## config.mk

```make
export PLATFORM = sky130hd
export DESIGN_NAME = commit_trace_buffer_flat
export DESIGN_NICKNAME = d
export VERILOG_FILES = /design/src/rtl/commit_trace_buffer_if.sv /design/src/rtl/commit_trace_buffer.sv /design/src/flat_wrapper.sv
export SDC_FILE = /design/constraint.sdc
export NUM_CORES = 1
export LEC_CHECK = 0
export ABC_AREA = 1
export ABC_CLOCK_PERIOD_IN_PS = 12700
export CAP_MARGIN = 20
export CELL_PAD_IN_SITES_DETAIL_PLACEMENT = 1
export CELL_PAD_IN_SITES_GLOBAL_PLACEMENT = 2
export CORE_UTILIZATION = 38
export CTS_BUF_LIST = sky130_fd_sc_hd__clkbuf_16
export CTS_CLUSTER_DIAMETER = 100
export DETAILED_ROUTE_END_ITERATION = 10
export DONT_BUFFER_PORTS = 1
export GPL_TIMING_DRIVEN = 0
export PLACE_DENSITY_LB_ADDON = 0.1
export SYNTH_ARGS = -nofsm -noshare
export SYNTH_HDL_FRONTEND = slang
export SYNTH_SLANG_ARGS = --single-unit
```

## constraint.sdc

```tcl
create_clock -name clk -period 12.7 [get_ports clk]
set_input_delay 1.905 -clock clk [delete_from_list [all_inputs] [get_ports clk]]
set_output_delay 1.905 -clock clk [all_outputs]
set_load 0.01 [all_outputs]
```

## src/rtl/commit_trace_buffer_if.sv

```systemverilog
// Commit-port and trace-port bundle for commit_trace_buffer.
// The slave side is the buffer; the master side is the core plus trace consumer.
interface commit_trace_buffer_if #(
  parameter int XLEN = 32
);
  logic            commit;
  logic [XLEN-1:0] commit_pc;
  logic [XLEN-1:0] commit_pre_pc;
  logic            trace_valid;
  logic            trace_ready;
  logic [XLEN-1:0] trace_pc;
  logic [XLEN-1:0] trace_pre_pc;
  logic [31:0]     trace_seq;
  logic            trace_jump;

  modport master (
    output commit, commit_pc, commit_pre_pc, trace_ready,
    input  trace_valid, trace_pc, trace_pre_pc, trace_seq, trace_jump
  );

  modport slave (
    input  commit, commit_pc, commit_pre_pc, trace_ready,
    output trace_valid, trace_pc, trace_pre_pc, trace_seq, trace_jump
  );
endinterface

```

## src/rtl/commit_trace_buffer.sv

```systemverilog
// Captures retired instructions into a first-word-fall-through FIFO with sequence
// stamps, plus instret / drop counters and a commit-stall watchdog.
module commit_trace_buffer #(
  parameter int XLEN        = 32,
  parameter int DEPTH       = 8,
  parameter int HANG_CYCLES = 1024
) (
  input  logic                     clk,
  input  logic                     rst,
  commit_trace_buffer_if.slave     tif,
  output logic [63:0]              instret,
  output logic [15:0]              drop_cnt,
  output logic [$clog2(DEPTH):0]   fifo_level,
  output logic                     hang
);
  localparam int AW = $clog2(DEPTH);
  localparam int IW = $clog2(HANG_CYCLES + 1);

  typedef struct packed {
    logic [XLEN-1:0] pc;
    logic [XLEN-1:0] pre_pc;
    logic [31:0]     seq;
    logic            jump;
  } entry_t;

  entry_t          mem [DEPTH];
  entry_t          head;
  entry_t          wr_ent;
  logic [AW:0]     wr_ptr, rd_ptr;
  logic [31:0]     seq_cnt;
  logic [IW-1:0]   idle_cnt;
  logic            full, empty, push, pop, drop;

  assign empty = (wr_ptr == rd_ptr);
  assign full  = (wr_ptr[AW] != rd_ptr[AW]) && (wr_ptr[AW-1:0] == rd_ptr[AW-1:0]);
  assign pop   = !empty && tif.trace_ready;
  // A full FIFO still accepts a commit when the head leaves in the same cycle.
  assign push  = tif.commit && (!full || pop);
  assign drop  = tif.commit && full && !pop;

  always_comb begin
    wr_ent        = '0;
    wr_ent.pc     = tif.commit_pc;
    wr_ent.pre_pc = tif.commit_pre_pc;
    wr_ent.seq    = seq_cnt;
    wr_ent.jump   = (tif.commit_pc != (tif.commit_pre_pc + XLEN'(4)));
  end

  // Storage is not reset; the head is masked while empty, so stale slots never show.
  always_ff @(posedge clk) begin
    if (push && !rst) mem[wr_ptr[AW-1:0]] <= wr_ent;
  end

  always_ff @(posedge clk) begin
    if (rst) begin
      wr_ptr   <= '0;
      rd_ptr   <= '0;
      seq_cnt  <= '0;
      instret  <= '0;
      drop_cnt <= '0;
      idle_cnt <= '0;
    end else begin
      if (push) wr_ptr <= wr_ptr + 1'b1;
      if (pop)  rd_ptr <= rd_ptr + 1'b1;
      if (tif.commit) begin
        seq_cnt  <= seq_cnt + 32'd1;
        instret  <= instret + 64'd1;
        idle_cnt <= '0;
      end else if (idle_cnt != IW'(HANG_CYCLES)) begin
        idle_cnt <= idle_cnt + 1'b1;
      end
      if (drop && drop_cnt != 16'hFFFF) drop_cnt <= drop_cnt + 16'd1;
    end
  end

  assign head             = mem[rd_ptr[AW-1:0]];
  assign tif.trace_valid  = !empty;
  assign tif.trace_pc     = empty ? '0 : head.pc;
  assign tif.trace_pre_pc = empty ? '0 : head.pre_pc;
  assign tif.trace_seq    = empty ? '0 : head.seq;
  assign tif.trace_jump   = !empty && head.jump;
  assign fifo_level       = wr_ptr - rd_ptr;
  assign hang             = (idle_cnt == IW'(HANG_CYCLES));
endmodule

```

## src/flat_wrapper.sv

```systemverilog
// flat-port wrapper written by rule: the top's interface ports become plain ports
module commit_trace_buffer_flat 
#(
  parameter int XLEN        = 32,
  parameter int DEPTH       = 8,
  parameter int HANG_CYCLES = 1024
)
  (clk, rst, instret, drop_cnt, fifo_level, hang, tif_commit, tif_commit_pc, tif_commit_pre_pc, tif_trace_ready, tif_trace_valid, tif_trace_pc, tif_trace_pre_pc, tif_trace_seq, tif_trace_jump);
  commit_trace_buffer_if #(.XLEN(XLEN)) tif_i ();
  input  logic clk;
  input  logic rst;
  output logic [63:0] instret;
  output logic [15:0] drop_cnt;
  output logic [$clog2(DEPTH):0] fifo_level;
  output logic hang;
  input wire logic [$bits(tif_i.commit)-1:0] tif_commit;
  input wire logic [$bits(tif_i.commit_pc)-1:0] tif_commit_pc;
  input wire logic [$bits(tif_i.commit_pre_pc)-1:0] tif_commit_pre_pc;
  input wire logic [$bits(tif_i.trace_ready)-1:0] tif_trace_ready;
  output wire logic [$bits(tif_i.trace_valid)-1:0] tif_trace_valid;
  output wire logic [$bits(tif_i.trace_pc)-1:0] tif_trace_pc;
  output wire logic [$bits(tif_i.trace_pre_pc)-1:0] tif_trace_pre_pc;
  output wire logic [$bits(tif_i.trace_seq)-1:0] tif_trace_seq;
  output wire logic [$bits(tif_i.trace_jump)-1:0] tif_trace_jump;
  assign tif_i.commit = tif_commit;
  assign tif_i.commit_pc = tif_commit_pc;
  assign tif_i.commit_pre_pc = tif_commit_pre_pc;
  assign tif_i.trace_ready = tif_trace_ready;
  assign tif_trace_valid = tif_i.trace_valid;
  assign tif_trace_pc = tif_i.trace_pc;
  assign tif_trace_pre_pc = tif_i.trace_pre_pc;
  assign tif_trace_seq = tif_i.trace_seq;
  assign tif_trace_jump = tif_i.trace_jump;
  commit_trace_buffer #(.XLEN(XLEN), .DEPTH(DEPTH), .HANG_CYCLES(HANG_CYCLES)) u_core (.clk(clk), .rst(rst), .tif(tif_i), .instret(instret), .drop_cnt(drop_cnt), .fifo_level(fifo_level), .hang(hang));
endmodule
```

==> out/metrics.yaml <==
finish:
  nNetsFinal: 3847
  syn2layout_area_growth_pct: 15.48
  fill_cells: 10871
  n_antenna_cell: 0
  drive_gt1_share_pct: 8.985
  final_cells: 5149
logic_synthesis:
  async_reset_ff_share_pct: 0
  yosysSeqAreaShare_pct: 67.65
  synth_top_area_share_pct: 60.67
  yosys.area.top_type: "edfxtp_1"
  yosys_warnings: 0
  ys_top_cells_by_count: "nor2_1, edfxtp_1, o21ai_0"
  yosys_most_used_dff: "edfxtp_1"
  syn_nets: 3658
  synth_cell_types: 44
  syn_inst: 3578
  synthesis.area_um2: 38410
  synth_most_common_cell: "nor2_1"
  avgSynthCellArea_um2: 10.73
  synth.area.top_cells: "edfxtp_1, nor2_1, dfxtp_1"
  ys_seq_elements: 910
  synth_edf_count: 776
outcome:
  status: "finished, final reports clean"
timing:
  max_freq_ghz: 0.1658
  maxSlewViolCount: 0
  finalSetupTns_ns: 0
  setup_viol: 0
  worst_pin_slew_ns: 1.121
  hold_viol_final: 0
  grt_setup_unrepaired: "false"
  relSlewSlack_pct: 25.28
  period_needed_ns: 6.031
  min_period_over_period_pct: 47.49
  final.setup_skew_ns: 0.01915
clock_network:
  postCtsHoldBufs: 0
  cts_tree: "yes"
  cts-root-buf: "clkbuf_16"
  cts-buffers-inserted: 102
  cts-resized-gates: 0
  clock_path_buffers: 3
  clk-insertion-delay-late_ns: 0.69
  post_cts_buffers: 0
  cts.sinks: 910
  htree_levels: 3
  cts.clk_slew.worst_paths_ns: 0.06
die:
  die_y_um: 319.9
  die-width_um: 319.9
  die_area_um2: 102400
  initial_core_util_pct: 38.35
  coreArea_um2: 100100
  io_pins: 251
  num_rows: 116
grt:
  gr-total-overflow: 0
  grt_pass1_vias: 29471
  antenna_found_initial: 2
  grt.total_usage_pct: 24.14
  grt_first_pass_wirelength_um: 185900
  grt_max_degree: 26
routing:
  wl_per_cell_um: 24.11
  vias: 27790
  dr.pass1.iters: 5
  vias_per_cell: 5.397
  drt_iter0_markers: 1714
  postRouteWirelength_um: 124100
  drc: 0
  ant_nets: 0
placed_design:
  port_buffers: 0
  globalplace.congestion: 0.8303
  hpwl_um: 90540
  place_inst: 4961
worst_setup_path:
  cp-end-kind: "primary output"
  startpoint_type: "flop"
  worstPathMaxFanout: 10
  critical_path_class: "flop to primary output"
  worst_ep_arrival_time_ns: 4.13
  critPathRequiredTime_ns: 10.80
power:
  power.density_nw_per_um2: 164.2
  p_leak_uw: 0.01494
  ir_drop_mv: 0.09812
min_path:
  hp-class: "flop to flop"
flow_run:
  maxCapViolCount: 0
[power breakdown]
group	switching (uW)	leakage (uW)	internal, uW
Clock	1220	0.00173	1700
Sequential	16.7	0.00818	3270
Combinational	805	0.00502	274
[routing by layer]
layer	wire length, um	vias up	share of wire, %	track usage [%]
li1	-	13047	-	-
met2	62110	545	50	42.60
met4	2754	2	2.2	6.582
met3	5966	164	4.8	4.103
met1	53270	14032	43	30.39
met5	13	-	0.010	0
[flip-flops by register name, indices dropped and copies added, names as in the netlist, named ones only]
| signal | flops |
|---|---|
| u_core.drop_cnt | 16 |
| u_core.idle_cnt | 11 |
| u_core.instret | 64 |
| u_core.mem | 776 |
| u_core.rd_ptr | 4 |
| u_core.seq_cnt | 32 |
| u_core.wr_ptr | 4 |
[cell type report]
class | instances | area (um2) | area share [%]
multi-input combinational | 2313 | 11060 | 24.93
clock inverter | 86 | 754.5 | 1.701
timing repair buffer | 85 | 967.2 | 2.180
inverter | 179 | 671.9 | 1.515
tap | 1298 | 1624 | 3.661
clock buffer | 102 | 2552 | 5.754
buffer | 176 | 742.0 | 1.673
sequential | 910 | 25980 | 58.58
[worst max-delay path: stages, from the launching register on]
cell and delay [ns]:
dfxtp_1 0.50, inv_1 0.20, ha_1 0.31, inv_1 0.19, nor3_2 0.10, nand2_1 0.78, clkbuf_2 0.46, buf_2 0.30
o21ai_1 0.13, a31oi_1 0.47
[placed cells by master, fill, tap and decap left out, types with 88 or more instances in the layout]
cell | netlist | layout
nand2_1 | 345 | 345
clkbuf_16 | 0 | 102
inv_1 | 171 | 198
nor2_1 | 799 | 798
o22ai_1 | 97 | 97
a21oi_1 | 88 | 88
clkbuf_1 | 116 | 112
o21ai_0 | 505 | 505
edfxtp_1 | 776 | 776
dfxtp_1 | 134 | 134
nand3_1 | 102 | 102
a31oi_1 | 106 | 106
[final timing paths]
path	from	slack, ns	depth (start not counted)	endpoint
min	u_core.idle_cnt[1]	0.50	2	u_core.idle_cnt[1]
max reg2reg	u_core.wr_ptr[0]	8.40	15	u_core.mem[6][60]
max	u_core.wr_ptr[0]	6.67	9	tif_trace_pc[12]
min reg2reg	u_core.idle_cnt[1]	0.50	2	u_core.idle_cnt[1]
[cell families (layout without fill, tap and decap cells)]
logic type	after synthesis	after routing	synth area share [%]
flops	910	910	67.65
simple gates	1410	1410	15.34
compound gates	837	837	11.66
fa+ha+maj	12	12	0.4104
xor+xnor	54	54	1.267
buf+inv	355	628	3.668
[metrics by stage]
stage	setup slack, ns	utilization, %	instance area (um2)	hold WS (ns)	power [uW]
6_report	6.669	44.29	44360	0.4959	7285
4_1_cts	6.604	44.29	44360	0.4970	7369
3_5_place_dp	7.360	40.99	41050	0.4893	4445
5_1_grt	6.462	44.29	44360	0.5326	7567
3_3_place_gp	-8.729	39.98	40030	0.4497	4423
2_1_floorplan	0.3733	-	38410	0.4390	4014
Note: power is estimated with default switching activity, not from simulation.
